**src/rtl/ef_pwm32_pkg.sv**
```systemverilog
// Shared definitions for the PWM dead-time channel: state encoding and default widths.
package ef_pwm32_pkg;

  localparam int DT_W_DEF = 8;

  typedef enum logic [2:0] {
    ST_IDLE    = 3'd0,
    ST_LO_ON   = 3'd1,
    ST_DT_RISE = 3'd2,
    ST_HI_ON   = 3'd3,
    ST_DT_FALL = 3'd4,
    ST_FAULT   = 3'd5
  } pwm_state_e;

  function automatic logic is_dead_time(input pwm_state_e st);
    return (st == ST_DT_RISE) || (st == ST_DT_FALL);
  endfunction

endpackage

```
**src/rtl/ef_pwm32_sync.sv**
```systemverilog
// N-flop synchronizer for asynchronous trip inputs; flops reset to the inactive level 0.
module ef_pwm32_sync #(
  parameter int N = 2
) (
  input  logic clk,
  input  logic rst_n,
  input  logic d,
  output logic q
);

  logic [N-1:0] sync_q;
  logic [N-1:0] sync_d;

  always_comb begin
    sync_d = {sync_q[N-2:0], d};
  end

  always_ff @(posedge clk or negedge rst_n) begin
    if (!rst_n) begin
      sync_q <= '0;
    end else begin
      sync_q <= sync_d;
    end
  end

  assign q = sync_q[N-1];

endmodule

```
**src/rtl/ef_pwm32_deadtime.sv**
```systemverilog
// Complementary gate-drive stage: dead-time insertion, short-pulse swallowing and sticky fault trip.
//
// state      | meaning
// -----------+-------------------------------------------------------------
// IDLE       | stage disabled or just cleared, both drives off
// LO_ON      | low-side drive on
// DT_RISE    | dead time before high side, both off, counter running
// HI_ON      | high-side drive on
// DT_FALL    | dead time before low side, both off, counter running
// FAULT      | latched trip, both off until fault_clr with fault gone
module ef_pwm32_deadtime
  import ef_pwm32_pkg::*;
#(
  parameter int DT_W        = DT_W_DEF,
  parameter int SYNC_STAGES = 2
) (
  input  logic            clk,
  input  logic            rst_n,
  input  logic            pwm_in,
  input  logic            en,
  input  logic [DT_W-1:0] rise_dly,
  input  logic [DT_W-1:0] fall_dly,
  input  logic            fault_in,
  input  logic            fault_pol,
  input  logic            fault_clr,
  output logic            out_hi,
  output logic            out_lo,
  output logic            fault_sts,
  output logic            dt_busy
);

  pwm_state_e      state_q, state_d;
  logic [DT_W-1:0] cnt_q, cnt_d;
  logic            pwm_q;
  logic            out_hi_q, out_hi_d;
  logic            out_lo_q, out_lo_d;
  logic            fault_sts_q, fault_sts_d;
  logic            dt_busy_q, dt_busy_d;
  logic            fault_sync;
  logic            fault_act;

  ef_pwm32_sync #(
    .N (SYNC_STAGES)
  ) u_fault_sync (
    .clk   (clk),
    .rst_n (rst_n),
    .d     (fault_in),
    .q     (fault_sync)
  );

  assign fault_act = fault_sync ^ ~fault_pol;

  always_comb begin
    state_d = state_q;
    cnt_d   = cnt_q;
    if (fault_act) begin
      state_d = ST_FAULT;
    end else if (state_q == ST_FAULT) begin
      if (fault_clr) state_d = ST_IDLE;
    end else if (!en) begin
      state_d = ST_IDLE;
    end else begin
      case (state_q)
        ST_IDLE: begin
          // A zero delay skips the dead-time state entirely.
          if (pwm_q) begin
            if (rise_dly == '0) state_d = ST_HI_ON;
            else begin
              state_d = ST_DT_RISE;
              cnt_d   = rise_dly;
            end
          end else begin
            if (fall_dly == '0) state_d = ST_LO_ON;
            else begin
              state_d = ST_DT_FALL;
              cnt_d   = fall_dly;
            end
          end
        end
        ST_LO_ON: begin
          if (pwm_q) begin
            if (rise_dly == '0) state_d = ST_HI_ON;
            else begin
              state_d = ST_DT_RISE;
              cnt_d   = rise_dly;
            end
          end
        end
        ST_DT_RISE: begin
          if (!pwm_q)                  state_d = ST_LO_ON;
          else if (cnt_q == DT_W'(1))  state_d = ST_HI_ON;
          else                         cnt_d   = cnt_q - DT_W'(1);
        end
        ST_HI_ON: begin
          if (!pwm_q) begin
            if (fall_dly == '0) state_d = ST_LO_ON;
            else begin
              state_d = ST_DT_FALL;
              cnt_d   = fall_dly;
            end
          end
        end
        ST_DT_FALL: begin
          if (pwm_q)                   state_d = ST_HI_ON;
          else if (cnt_q == DT_W'(1))  state_d = ST_LO_ON;
          else                         cnt_d   = cnt_q - DT_W'(1);
        end
        default: state_d = ST_IDLE;
      endcase
    end

    // Outputs follow the next state so they move on the same edge as the state.
    out_hi_d    = (state_d == ST_HI_ON);
    out_lo_d    = (state_d == ST_LO_ON);
    fault_sts_d = (state_d == ST_FAULT);
    dt_busy_d   = is_dead_time(state_d);
  end

  always_ff @(posedge clk or negedge rst_n) begin
    if (!rst_n) begin
      state_q     <= ST_IDLE;
      cnt_q       <= '0;
      pwm_q       <= 1'b0;
      out_hi_q    <= 1'b0;
      out_lo_q    <= 1'b0;
      fault_sts_q <= 1'b0;
      dt_busy_q   <= 1'b0;
    end else begin
      state_q     <= state_d;
      cnt_q       <= cnt_d;
      pwm_q       <= pwm_in;
      out_hi_q    <= out_hi_d;
      out_lo_q    <= out_lo_d;
      fault_sts_q <= fault_sts_d;
      dt_busy_q   <= dt_busy_d;
    end
  end

  assign out_hi    = out_hi_q;
  assign out_lo    = out_lo_q;
  assign fault_sts = fault_sts_q;
  assign dt_busy   = dt_busy_q;

endmodule

```
**config.mk**
```make
export PLATFORM = sky130hd
export DESIGN_NAME = ef_pwm32_deadtime
export DESIGN_NICKNAME = d
export VERILOG_FILES = /design/src/rtl/ef_pwm32_pkg.sv /design/src/rtl/ef_pwm32_sync.sv /design/src/rtl/ef_pwm32_deadtime.sv
export SDC_FILE = /design/constraint.sdc
export NUM_CORES = 1
export LEC_CHECK = 0
export ABC_CLOCK_PERIOD_IN_PS = 2300
export BUFFER_PORTS_ARGS = -buffer_cell sky130_fd_sc_hd__buf_4
export CAP_MARGIN = 20
export CELL_PAD_IN_SITES_DETAIL_PLACEMENT = 2
export CELL_PAD_IN_SITES_GLOBAL_PLACEMENT = 2
export CORE_MARGIN = 2
export CORE_UTILIZATION = 32
export DETAILED_ROUTE_END_ITERATION = 6
export PLACE_DENSITY_LB_ADDON = 0.1
export SYNTH_ARGS = -nofsm -noshare
export SYNTH_HDL_FRONTEND = slang
export SYNTH_SLANG_ARGS = --single-unit
export TNS_END_PERCENT = 20
```
**constraint.sdc**
```tcl
create_clock -name clk -period 2.3 [get_ports clk]
set_input_delay 0.115 -clock clk [delete_from_list [all_inputs] [get_ports clk]]
set_output_delay 0.115 -clock clk [all_outputs]
set_load 0.1 [all_outputs]
```
---- After elaboration in Yosys (flattened, before gate mapping) ----
Index checks and enable logic that the tools add are counted.
word-level totals
  bits in registers ....................... 18
  bits of input ports ..................... 23
  output and inout bits ................... 4
cells by class
  $add $sub $neg .......................... 1
  eq/ne operators ......................... 15
  mux-type cells .......................... 23
  bitwise logic cells ..................... 4
  reduce and logical (&&, ||, !) cells .... 6
operators by type and width
  kind                                               count
  2-to-1 mux 8 bit                                   8
  case mux 8 bit (5 select lines)                    1
  2-to-1 mux 3 bit                                   12
  zero test 8 bit                                    2
  case mux 3 bit (5 select lines)                    1
  == test 3 x 2 -> 1 bit (second input constant)     4
  == test 3 bit (second input constant)              4
  == test 8 x 1 -> 1 bit (second input constant)     1
  != test 2 bit (second input constant)              4
  AND reduction 8 bit                                1
  subtractor 8 x 1 -> 8 bit (second input constant)  1
  == test 3 x 1 -> 1 bit (second input constant)     2
  nonzero test 5 bit                                 1
  zero test 3 bit                                    1
  NOT 1 bit                                          3
  logical OR 1 bit                                   1
  2-to-1 mux 1 bit                                   1
  XOR 1 bit                                          1

---- Longest topological paths before layout ----
Gate-level depths: netlist of the first run.
  depth after elaboration ................. 9
  mapped depth ............................ 8

---- Cells and area by module ----
A second synthesis of the first run with hierarchy kept.
second synthesis, totals
  cells, all modules ...................... 145
  area total of the unflattened synthesis .. 1382.6 µm²
modules (own cells, without submodules)
  module             times used  cells each  area an instance (µm²)  sequential area each (µm²)
  ef_pwm32_deadtime  1           143         1332.5                  400.4
  ef_pwm32_sync      1           2           50.0                    50.0

---- Worst setup path before layout of the first run ----
No wires, ideal clock.
  path kind ............................... flip-flop to flip-flop
  start point ............................. reg state_q[0]
  end point ............................... reg cnt_q[2]
  setup time .............................. 126 ps
  arrival ................................. 1814 ps
  data required time ...................... 2174 ps
  path slack .............................. 360 ps
  cell stages (with the launch flop) ...... 8
  cells stage by stage .................... dfrtp_1 -> clkbuf_8 -> or2b_2 -> a21oi_1 -> a21oi_2 -> a211oi_2 -> o211ai_1 -> a221o_1
on the way
  cells in the longest elaborated chain, start to end .. 3
  elaborated cells on any way between the ends .. 14
RTL lines
  what                                                        RTL line                  source
  start, declared                                             ef_pwm32_deadtime.sv:32   pwm_state_e state_q, state_d;
  start signal, assigned                                      ef_pwm32_deadtime.sv:129  state_q <= state_d;
  == test 3 bit, or another cell as far along                 ef_pwm32_deadtime.sv:63   case (state_q)
  nonzero test 5 bit (no line), or another cell as far along  -
  AND reduction 8 bit (no line)                               -
  end signal, assigned                                        ef_pwm32_deadtime.sv:130  cnt_q <= cnt_d;
  end, declared                                               ef_pwm32_deadtime.sv:33   logic [DT_W-1:0] cnt_q, cnt_d;
Several ways; a longest one is shown, not always the timed one.
A chain may end at the register's enable or synchronous reset.

---- Final worst setup path of the first run ----
Same ends and word-level chain as after synthesis.

==> results of run 1 <==
==> cells by family (layout without fill, tap and decap cells) <==
group | after synthesis | in the layout | share of synthesized area (%)
AOI/OAI and AO/OA | 70 | 70 | 31.51
xor gates and xnor gates | 6 | 6 | 3.334
adders and majority gates | 2 | 2 | 1.587
buffers and inverters | 18 | 61 | 5.715
DFF | 18 | 18 | 28.57
and+or+nand+nor | 84 | 84 | 29.29
==> placed cells by master (no fill, tap or decap), drive strengths merged, types with 4 or more instances in the layout <==
cell / netlist / layout
nand3: 9 / 9
nand2b: 6 / 6
a21oi: 14 / 14
a211oi: 10 / 10
nor4: 5 / 5
o2bb2ai: 4 / 4
nor2b: 5 / 5
o21ai: 8 / 8
nor2: 17 / 17
inv: 6 / 6
nand2: 20 / 20
dfrtp: 18 / 18
nor3: 9 / 9
buf: 1 / 46
clkbuf: 8 / 4
o22ai: 5 / 5
==> path summary, 6_finish.rpt <==
| kind | startpoint | to | slack (ps) | cells past startpoint |
|---|---|---|---|---|
| min | fault_clr | fault_sts | 230 | 3 |
| min in group asynchronous | rst_n | dt_busy | 260 | 2 |
| max | state_q[0] | cnt_q[2] | 110 | 7 |
| max reg2reg | state_q[0] | cnt_q[2] | 110 | 7 |
| min reg2reg | u_fault_sync.sync_q[0] | u_fault_sync.sync_q[1] | 370 | 0 |
| max in group asynchronous | rst_n | cnt_q[3] | 1820 | 2 |
==> worst max-delay path, cell delays in order (launching register included) <==
cell and delay (ps):
dfrtp_1 480, buf_4 220, nor2_1 80, xnor2_1 530, nor2_1 180, o21a_1 150
o21a_1 170, a221o_1 260
==> sequential cells by signal, summed over array words and instances (netlist names) <==
| name | flops |
|---|---|
| cnt_q | 8 |
| dt_busy | 1 |
| fault_sts | 1 |
| out_hi | 1 |
| out_lo | 1 |
| pwm_q | 1 |
| state_q | 3 |
| u_fault_sync.sync_q | 2 |
==> through the flow <==
stage                     util (%)  area (sq um)  TNS (ps)
after floorplan                  -          1577         0
after global placement       41.19          1946         0
after detailed placement     41.19          1946         0
after CTS                    42.99          2031         0
after global routing         43.36          2048    -152.8
final                        43.36          2048         0
==> final cells by class <==
cell class | instances | area [sq um] | area share [%]
clock buffers | 4 | 55.05 | 2.688
inverters | 8 | 30.03 | 1.466
multi-input cells | 162 | 1054 | 51.44
flip-flops and latches | 18 | 450.4 | 21.99
well taps | 67 | 83.83 | 4.093
repair buffers | 49 | 375.4 | 18.33
==> power by group <==
| group | internal [W] | switching [W] |
|---|---|---|
| clock | 0.000152 | 0.000119 |
| sequential | 0.000397 | 0.000155 |
| combinational | 0.000393 | 0.000589 |
| total | 0.000942 | 0.000863 |
==> routing by layer <==
| metal | vias up | share of wire (%) | track usage [%] | wire length [um] |
|---|---|---|---|---|
| met5 | - | 0 | 0 | 0 |
| met4 | 0 | 1.4 | 8.081 | 100 |
| met3 | 6 | 5.6 | 1.897 | 408 |
| met2 | 56 | 50 | 48.02 | 3629 |
| met1 | 943 | 43 | 38.61 | 3169 |
| li1 | 833 | - | - | - |
==> timing repair <==
action	CTS	global route
endpoints found under the setup margin	0	8
buffers inserted	0	0
hold endpoints to repair	20	0
gates resized for setup	0	3
hold buffers	3	0
==> flow_summary.toml, run 1 <==
[timing]
period_minus_slack_ps = 2191
finClkSkew_ps = 11.05
hold_viol_final = 0
maxSlewHeadroom_pct = 56.11
holdWs_ps = 232.4
slew_viol_final = 0
setup_slack_ps = 109.2
worst_slew_pin_slew_ps = 653.7
min_period_over_period_pct = 95.25
setup_violations = 0
max_freq_mhz = 456.5
grt_setup_unrepaired = "true"

[placement]
dp_hpwl_mm = 5.782
gp_congestion = 0.9289
place.port_buffers = 26
dp_slack_ps = 157.0
dp.cells = 301

[clock_tree]
clock_latency_ps = 260
cts.sinks = 18
cts-root-buf = "clkbuf_8"
cts.clk_slew.worst_paths_ps = 80
ctsHtreeMaxLevel = 1
clk_path_buf_depth = 2
cts_buffers = 3
cts_tree = "done"

[logic_synthesis]
ys_types = 54
synth_warnings = 0
async_reset_ff_share_pct = 100.0
synth_edf_count = 0
synthTopCellsByCount = "nand2_1 (20), dfrtp_1 (18), nor2_1 (17), a21oi_1 (13)"
syn_inst = 198
synth.area.top_cells = "dfrtp_1 (29%), nand2_1 (4.8%), a211oi_1 (4.3%)"
synth-main-ff-cell = "dfrtp_1"
yosysMostFrequentCell = "nand2_1"
avgSynthCellArea_sq_um = 7.962
synth-seq-cells = 18
synth_top_cell_by_area = "dfrtp_1"
seq_area_frac_synth_pct = 28.57
yosys.area.top_type_share_pct = 28.57
synthesis.nets = 223
synth_area_sq_um = 1577

[worst_setup_path]
crit_path_end_kind = "flip-flop"
path_class = "flip-flop to flip-flop"
start_kind = "flip-flop"
worstPathMaxFanout = 10
cp.required_ps = 2430
worstPathArrival_ps = 2330

[drt]
drt_iter0_drc = 108
firstDrtPassIters = 4
wire_per_inst_um = 23.73
drt_drc_violations_left = 0
drt_wl_total_mm = 7.308
ant_nets = 0
vias = 1838
viasPerCell = 5.968

[final_layout]
nets = 267
area_growth_pct = 29.92
num_antenna_cells = 0
n_fill_cell = 558
final_cell_count_no_fill = 308
drive_above_1_share_pct = 26.56

[global_route]
overflow = 0
grt_pass1_vias = 1987
grt_max_degree = 19
grtUsageTotal_pct = 28.25
antenna_found_initial = 0
grt_pass1_wl_mm = 11.47

[worst_hold_path]
hp-class = "input port to flip-flop"

[power]
ir_worst_vdd_mv = 0.2973
p_leak_nw = 0.8392
p_per_area_nw_per_um2 = 881.1
power_w = 0.001805

[floorplanning]
dieWidth_um = 74.19
initial_core_util_pct = 33.38
core-area_sq_um = 4723
io_pins = 27
rows = 25
dieArea_sq_um = 5504
die_h_um = 74.19

[run]
max_cap_violations = 0

[outcome]
status = "finished, final reports clean"
No activity file was read; power rests on OpenSTA's default activity.
==> run 2, diff against run 1 <==
--- a/config.mk
+++ b/config.mk
@@ -5,13 +5,14 @@
 export SDC_FILE = /design/constraint.sdc
 export NUM_CORES = 1
 export LEC_CHECK = 0
+export ABC_AREA = 1
 export ABC_CLOCK_PERIOD_IN_PS = 2300
 export BUFFER_PORTS_ARGS = -buffer_cell sky130_fd_sc_hd__buf_4
 export CAP_MARGIN = 20
 export CELL_PAD_IN_SITES_DETAIL_PLACEMENT = 2
 export CELL_PAD_IN_SITES_GLOBAL_PLACEMENT = 2
 export CORE_MARGIN = 2
-export CORE_UTILIZATION = 32
+export CORE_UTILIZATION = 28
 export DETAILED_ROUTE_END_ITERATION = 6
 export PLACE_DENSITY_LB_ADDON = 0.1
 export SYNTH_ARGS = -nofsm -noshare
==> flow_summary.toml, run 2 <==
[worst_hold_path]
hp-class = "input port to flip-flop"
holdPathStages = 2
holdPathEnd = "fault_sts"
hp-start = "fault_clr"

[final_layout]
largestRegisters = "cnt_q x8, state_q x3, u_fault_sync.sync_q x2"
drive_above_1_share_pct = 16.01
mostFrequentLayoutCell = "nand2_1"
largest_reg_flops = 8
final_util_pct = 35.61
top_register = "cnt_q"
final_cell_mix = "nand2_1 (94), nor2_1 (49), nand3_1 (47)"
num_antenna_cells = 0
nets = 332
finalInstanceArea_sq_um = 1937
area_growth_pct = 24.14

[logic_synthesis]
synth_top_cell_by_area = "dfrtp_1"
synth_edf_count = 0
synth-main-ff-cell = "dfrtp_1"
synthesis.nets = 298
ys_types = 19
yosysMostFrequentCell = "nand2_1"
syn_inst = 273
synthTopCellsByCount = "nand2_1 (94), nor2_1 (49), nand3_1 (47), inv_1 (36), dfrtp_1 (18)"
synth.area.top_cells = "dfrtp_1 (29%), nand2_1 (23%), nand3_1 (15%)"
synth-seq-cells = 18
async_reset_ff_share_pct = 100.0
avgSynthCellArea_sq_um = 5.715
synth_area_sq_um = 1560
seq_area_frac_synth_pct = 28.87
synth_warnings = 0
yosys.area.top_type_share_pct = 28.87

[power]
p_seq_share_pct = 37.7
p_leak_nw = 1.043
p_per_area_nw_per_um2 = 726.4
power.internal_w = 0.0007579
clkPwrFrac_pct = 19.6
switching_share_pct = 46.14
ir_worst_vdd_mv = 0.2587
power.switching_w = 0.0006492
combPwrFrac_pct = 42.7

[worst_setup_path]
rrSetupSlack_ps = 390
cp_num_buf_inv = 0
path_class = "flip-flop to flip-flop"
crit_path_end_kind = "flip-flop"
reg2reg_from = "state_q[0]"
r2r_end = "cnt_q[0]"
cp_slowest_cell = "nor3_4"
worstPathArrival_ps = 2070
cp_top_family = "simple AND/OR/NAND/NOR gates"
crit_path_frequent_cell = "nor2_1"
start_kind = "flip-flop"
slowest_delay_ps = 530
cp.required_ps = 2470
reg2reg_depth = 8
worstPathMaxFanout = 14
cp_cell_sequence = "nor2_2 > nor2_1 > nor2_1 > nand2_2 > nor3_4 > nand2_1 > nor2_1 > nor2_1"

[global_route]
grtUsageTotal_pct = 19.73
overflow = 0
use_met2_pct = 36.75
antenna_found_initial = 0
use_met3_pct = 2.759
grt_pass1_vias = 1911
grt_max_degree = 19
top_usage_layer = "met2"
grt_pass1_wl_mm = 9.356
use_met1_pct = 24.31

[placement]
dp_hpwl_mm = 4.361
place.port_buffers = 26
dpl_cell_area_sq_um = 1852
gp_congestion = 0.8311

[clock_tree]
cts.sinks = 18
cts-root-buf = "clkbuf_8"
ctsResizeCount = 0
cts_tree = "done"
cts_buffers = 3
clock_latency_ps = 270
clk_path_buf_depth = 2
ctsHtreeMaxLevel = 1
cts.clk_slew.worst_paths_ps = 80
cts_setup_buffers = 0

[drt]
firstDrtPassIters = 4
vias = 1830
wire_per_inst_um = 14.88
drt_drc_violations_left = 0
drt_iter0_drc = 60
drt_wl_total_mm = 5.625
viasPerCell = 4.841
ant_nets = 0

[timing]
max_freq_mhz = 524.3
worst_slew_pin_slew_ps = 612.8
slew_viol_final = 0
setup_violations = 0
maxSlewHeadroom_pct = 59.01
finClkSkew_ps = 13.13
grt_setup_unrepaired = "false"
hold_viol_final = 0
min_period_over_period_pct = 82.93
period_minus_slack_ps = 1907
final.setup.tns_ps = 0
holdWs_ps = 51.78

[floorplanning]
core-area_sq_um = 5439
dieWidth_um = 78.65
dieArea_sq_um = 6185
initial_core_util_pct = 28.69
rows = 27
die_h_um = 78.65
io_pins = 27

[outcome]
status = "finished, final reports clean"

[run]
max_cap_violations = 0
==> run 2: logic make-up after synthesis <==
kind of cell / after synthesis / share of synthesized area (%)
buf+inv: 42 / 10.67
flops: 18 / 28.87
fa+ha+maj: 2 / 1.604
compound gates: 9 / 3.608
simple gates: 202 / 55.25
==> run 2: power groups by stage <==
stage	clock network [W]	logic [W]	registers (W)
6_report	0.000276	0.000600	0.000531
5_1_grt	0.000299	0.000693	0.000551
4_1_cts	0.000292	0.000613	0.000532
3_5_place_dp	0	0.000605	0.000537
3_3_place_gp	0	0.000577	0.000534
2_1_floorplan	0	0.000389	0.000543
==> run 2: worst max-delay path by stage <==
stage / from / endpoint / slack (ps) / cells after the start
3_5_place_dp: state_q[0] / cnt_q[3] / 340 / 8
6_report: state_q[0] / cnt_q[0] / 390 / 8
5_1_grt: state_q[1] / cnt_q[0] / 120 / 8
4_1_cts: state_q[0] / cnt_q[3] / 340 / 8
2_1_floorplan: state_q[1] / cnt_q[4] / 780 / 9
3_3_place_gp: state_q[0] / cnt_q[3] / 530 / 8
==> run 2: worst register-to-register path: cells and delay by family (launching register included) <==
kind | cells | cell delay, ps
flip-flops | 1 | 460
AND/OR/NAND/NOR | 8 | 1360
==> run 2: area by class of cell <==
| type | count | area, sq um |
|---|---|---|
| Clock buffer | 4 | 55.05 |
| Fill cell | 726 | 3502 |
| Inverter | 38 | 142.6 |
| Multi-Input combinational cell | 213 | 943.4 |
| Sequential cell | 18 | 450.4 |
| Tap cell | 72 | 90.09 |
| Timing Repair Buffer | 33 | 255.2 |
==> run 2: metrics by stage <==
step | setup slack [ps] | instances | total power (W)
global route | 124.0 | 378 | 0.001544
CTS | 343.4 | 378 | 0.001437
global placement | 528.1 | 371 | 0.001111
floorplan | 780.1 | 273 | 0.0009315
finish | 392.5 | 378 | 0.001407
detailed placement | 344.2 | 371 | 0.001143
==> run 2: layer usage <==
metal  routed length (um)  vias up  share of wire (%)
li1                     -      911                  -
met1                 2518      906                 45
met2                 3004        9                 53
met3                   73        4                1.3
met4                   28        0               0.50
met5                    0        -                  0
==> run 2: repair_timing <==
item,4_1_cts,5_1_grt
hold buffers,3,0
hold endpoints to repair,20,0
endpoints found under the setup margin,0,0
==> run 3, diff against run 2 <==
--- a/config.mk
+++ b/config.mk
@@ -5,14 +5,14 @@
 export SDC_FILE = /design/constraint.sdc
 export NUM_CORES = 1
 export LEC_CHECK = 0
-export ABC_AREA = 1
-export ABC_CLOCK_PERIOD_IN_PS = 2300
+export ABC_AREA = 0
+export ABC_CLOCK_PERIOD_IN_PS = 1700
 export BUFFER_PORTS_ARGS = -buffer_cell sky130_fd_sc_hd__buf_4
 export CAP_MARGIN = 20
 export CELL_PAD_IN_SITES_DETAIL_PLACEMENT = 2
 export CELL_PAD_IN_SITES_GLOBAL_PLACEMENT = 2
 export CORE_MARGIN = 2
-export CORE_UTILIZATION = 28
+export CORE_UTILIZATION = 29
 export DETAILED_ROUTE_END_ITERATION = 6
 export PLACE_DENSITY_LB_ADDON = 0.1
 export SYNTH_ARGS = -nofsm -noshare
==> constraint.sdc (replaced) <==
create_clock -name clk -period 1.7 [get_ports clk]
set_input_delay 0.085 -clock clk [delete_from_list [all_inputs] [get_ports clk]]
set_output_delay 0.085 -clock clk [all_outputs]
set_load 0.1 [all_outputs]
==> flow_summary.toml, run 3 (synthesis results as in run 1) <==
[outcome]
status = "complete, but fails checks"
violations = "negative setup slack"

[final_layout]
finalInstanceArea_sq_um = 2590
largest_reg_flops = 8
final_util_pct = 50.07
largestRegisters = "cnt_q x8, state_q x3, u_fault_sync.sync_q x2"
num_antenna_cells = 0
nets = 317
area_growth_pct = 64.29
mostFrequentLayoutCell = "buf_4"
top_register = "cnt_q"
final_cell_mix = "buf_4 (94), nand2_1 (20), nor2_1 (16)"
final_cell_count_no_fill = 361
drive_above_1_share_pct = 48.11

[placement]
dpl_cell_area_sq_um = 2302
gp_congestion = 0.9869
dp_hpwl_mm = 6.637
dp.cells = 351
dp_slack_ps = -489.8
place.port_buffers = 26

[drt]
drt_wl_total_mm = 8.886
firstDrtPassIters = 4
vias = 2086
viasPerCell = 5.778
drt_drc_violations_left = 0
ant_nets = 0
drt_iter0_drc = 75
wire_per_inst_um = 24.61

[worst_setup_path]
cp.required_ps = 1880
start_kind = "flip-flop"
worstPathMaxFanout = 5
worstPathArrival_ps = 2170
path_class = "flip-flop to flip-flop"
crit_path_end_kind = "flip-flop"
reg2reg_depth = 7

[floorplanning]
rows = 26
initial_core_util_pct = 30.48
dieWidth_um = 77.73
die_h_um = 77.73
io_pins = 27
core-area_sq_um = 5172
dieArea_sq_um = 6042

[timing]
period_minus_slack_ps = 1991
slew_viol_final = 0
setup_violations = 12
max_freq_mhz = 502.3
setup_slack_ps = -291.0
worst_slew_pin_slew_ps = 508.6
finClkSkew_ps = 11.47
maxSlewHeadroom_pct = 65.56
hold_viol_final = 0
final.setup.tns_ps = -2145
min_period_over_period_pct = 117.1
grt_setup_unrepaired = "true"

[power]
p_leak_nw = 1.118
p_per_area_nw_per_um2 = 1210
ir_worst_vdd_mv = 0.7988

[clock_tree]
clk_path_buf_depth = 2
cts.clk_slew.worst_paths_ps = 80
cts_buffers = 3
clock_latency_ps = 260
cts.sinks = 18
ctsHtreeMaxLevel = 1
cts_tree = "done"
cts-root-buf = "clkbuf_8"

[worst_hold_path]
holdPathStages = 3
hp-class = "input port to flip-flop"

[global_route]
grt_max_degree = 19
antenna_found_initial = 0
grt_pass1_vias = 2429
grtUsageTotal_pct = 31.33
overflow = 0
grt_pass1_wl_mm = 14.41

[run]
max_cap_violations = 0
## run 3: cell count changes in the layout (fill, tap and decap cells not counted), moves of 5 or more
cell and delta:
nor3_2 +6, buf_4 +64, nand2_2 -5, nor2_1 -33
nand2_1 -74, inv_1 -30, nand3_1 -39, a21oi_1 +10
a211oi_1 +7
## run 3: per-stage QoR
step                hold slack [ps]  power (W)
floorplan                    -210.6   0.001440
global placement             -37.96   0.002267
detailed placement           -23.88   0.002353
CTS                           186.4   0.003037
global route                  210.3   0.003298
finish                        189.6   0.003133
## run 3: path summary, 6_finish.rpt
check | slack (ps) | start | endpoint
setup reg to reg | -290 | cnt_q[0] | cnt_q[3]
hold / removal | 190 | fault_clr | fault_sts
hold reg to reg | 370 | u_fault_sync.sync_q[0] | u_fault_sync.sync_q[1]
setup / recovery | -290 | cnt_q[0] | cnt_q[3]
min in group asynchronous | 240 | rst_n | pwm_q
max in group asynchronous | 1230 | rst_n | cnt_q[0]
## run 3: layer usage
layer	part of all wire, %	track usage, %
met3	4.8	3.605
met5	0	0
met1	41	38.60
met2	50	54.40
met4	4.5	14.11
## run 3: power by group
part / switching, W / total [W] / leakage (nW) / internal [W]
Combinational: 0.00111 / 0.00206 / 0.869 / 0.000942
Sequential: 0.000164 / 0.000710 / 0.220 / 0.000545
Clock: 0.000162 / 0.000368 / 0.0288 / 0.000206
## run 3: layout make-up
class,count,area [sq um]
clock buffers,4,55.05
fillers,549,2582
inverters,8,31.28
multi-input cells,162,1204
flip-flops and latches,18,454.2
well taps,70,87.58
repair buffers,99,758.2
## run 3: worst max-delay path: stages, from the launching register on
cell and delay [ps]:
dfrtp_2 460, or4_4 570, a21oi_4 190, nand2_1 130, a31oi_4 200, a211oi_2 70
buf_4 150, o2bb2ai_1 140
## run 3: repair_timing
action                                 in CTS  in global routing
buffers inserted                            3                  0
setup endpoints to repair                  13                 13
pin swaps                                   6                  3
hold buffers                                3                  0
gates resized for setup                    35                  5
endpoints found under the hold margin      20                  0
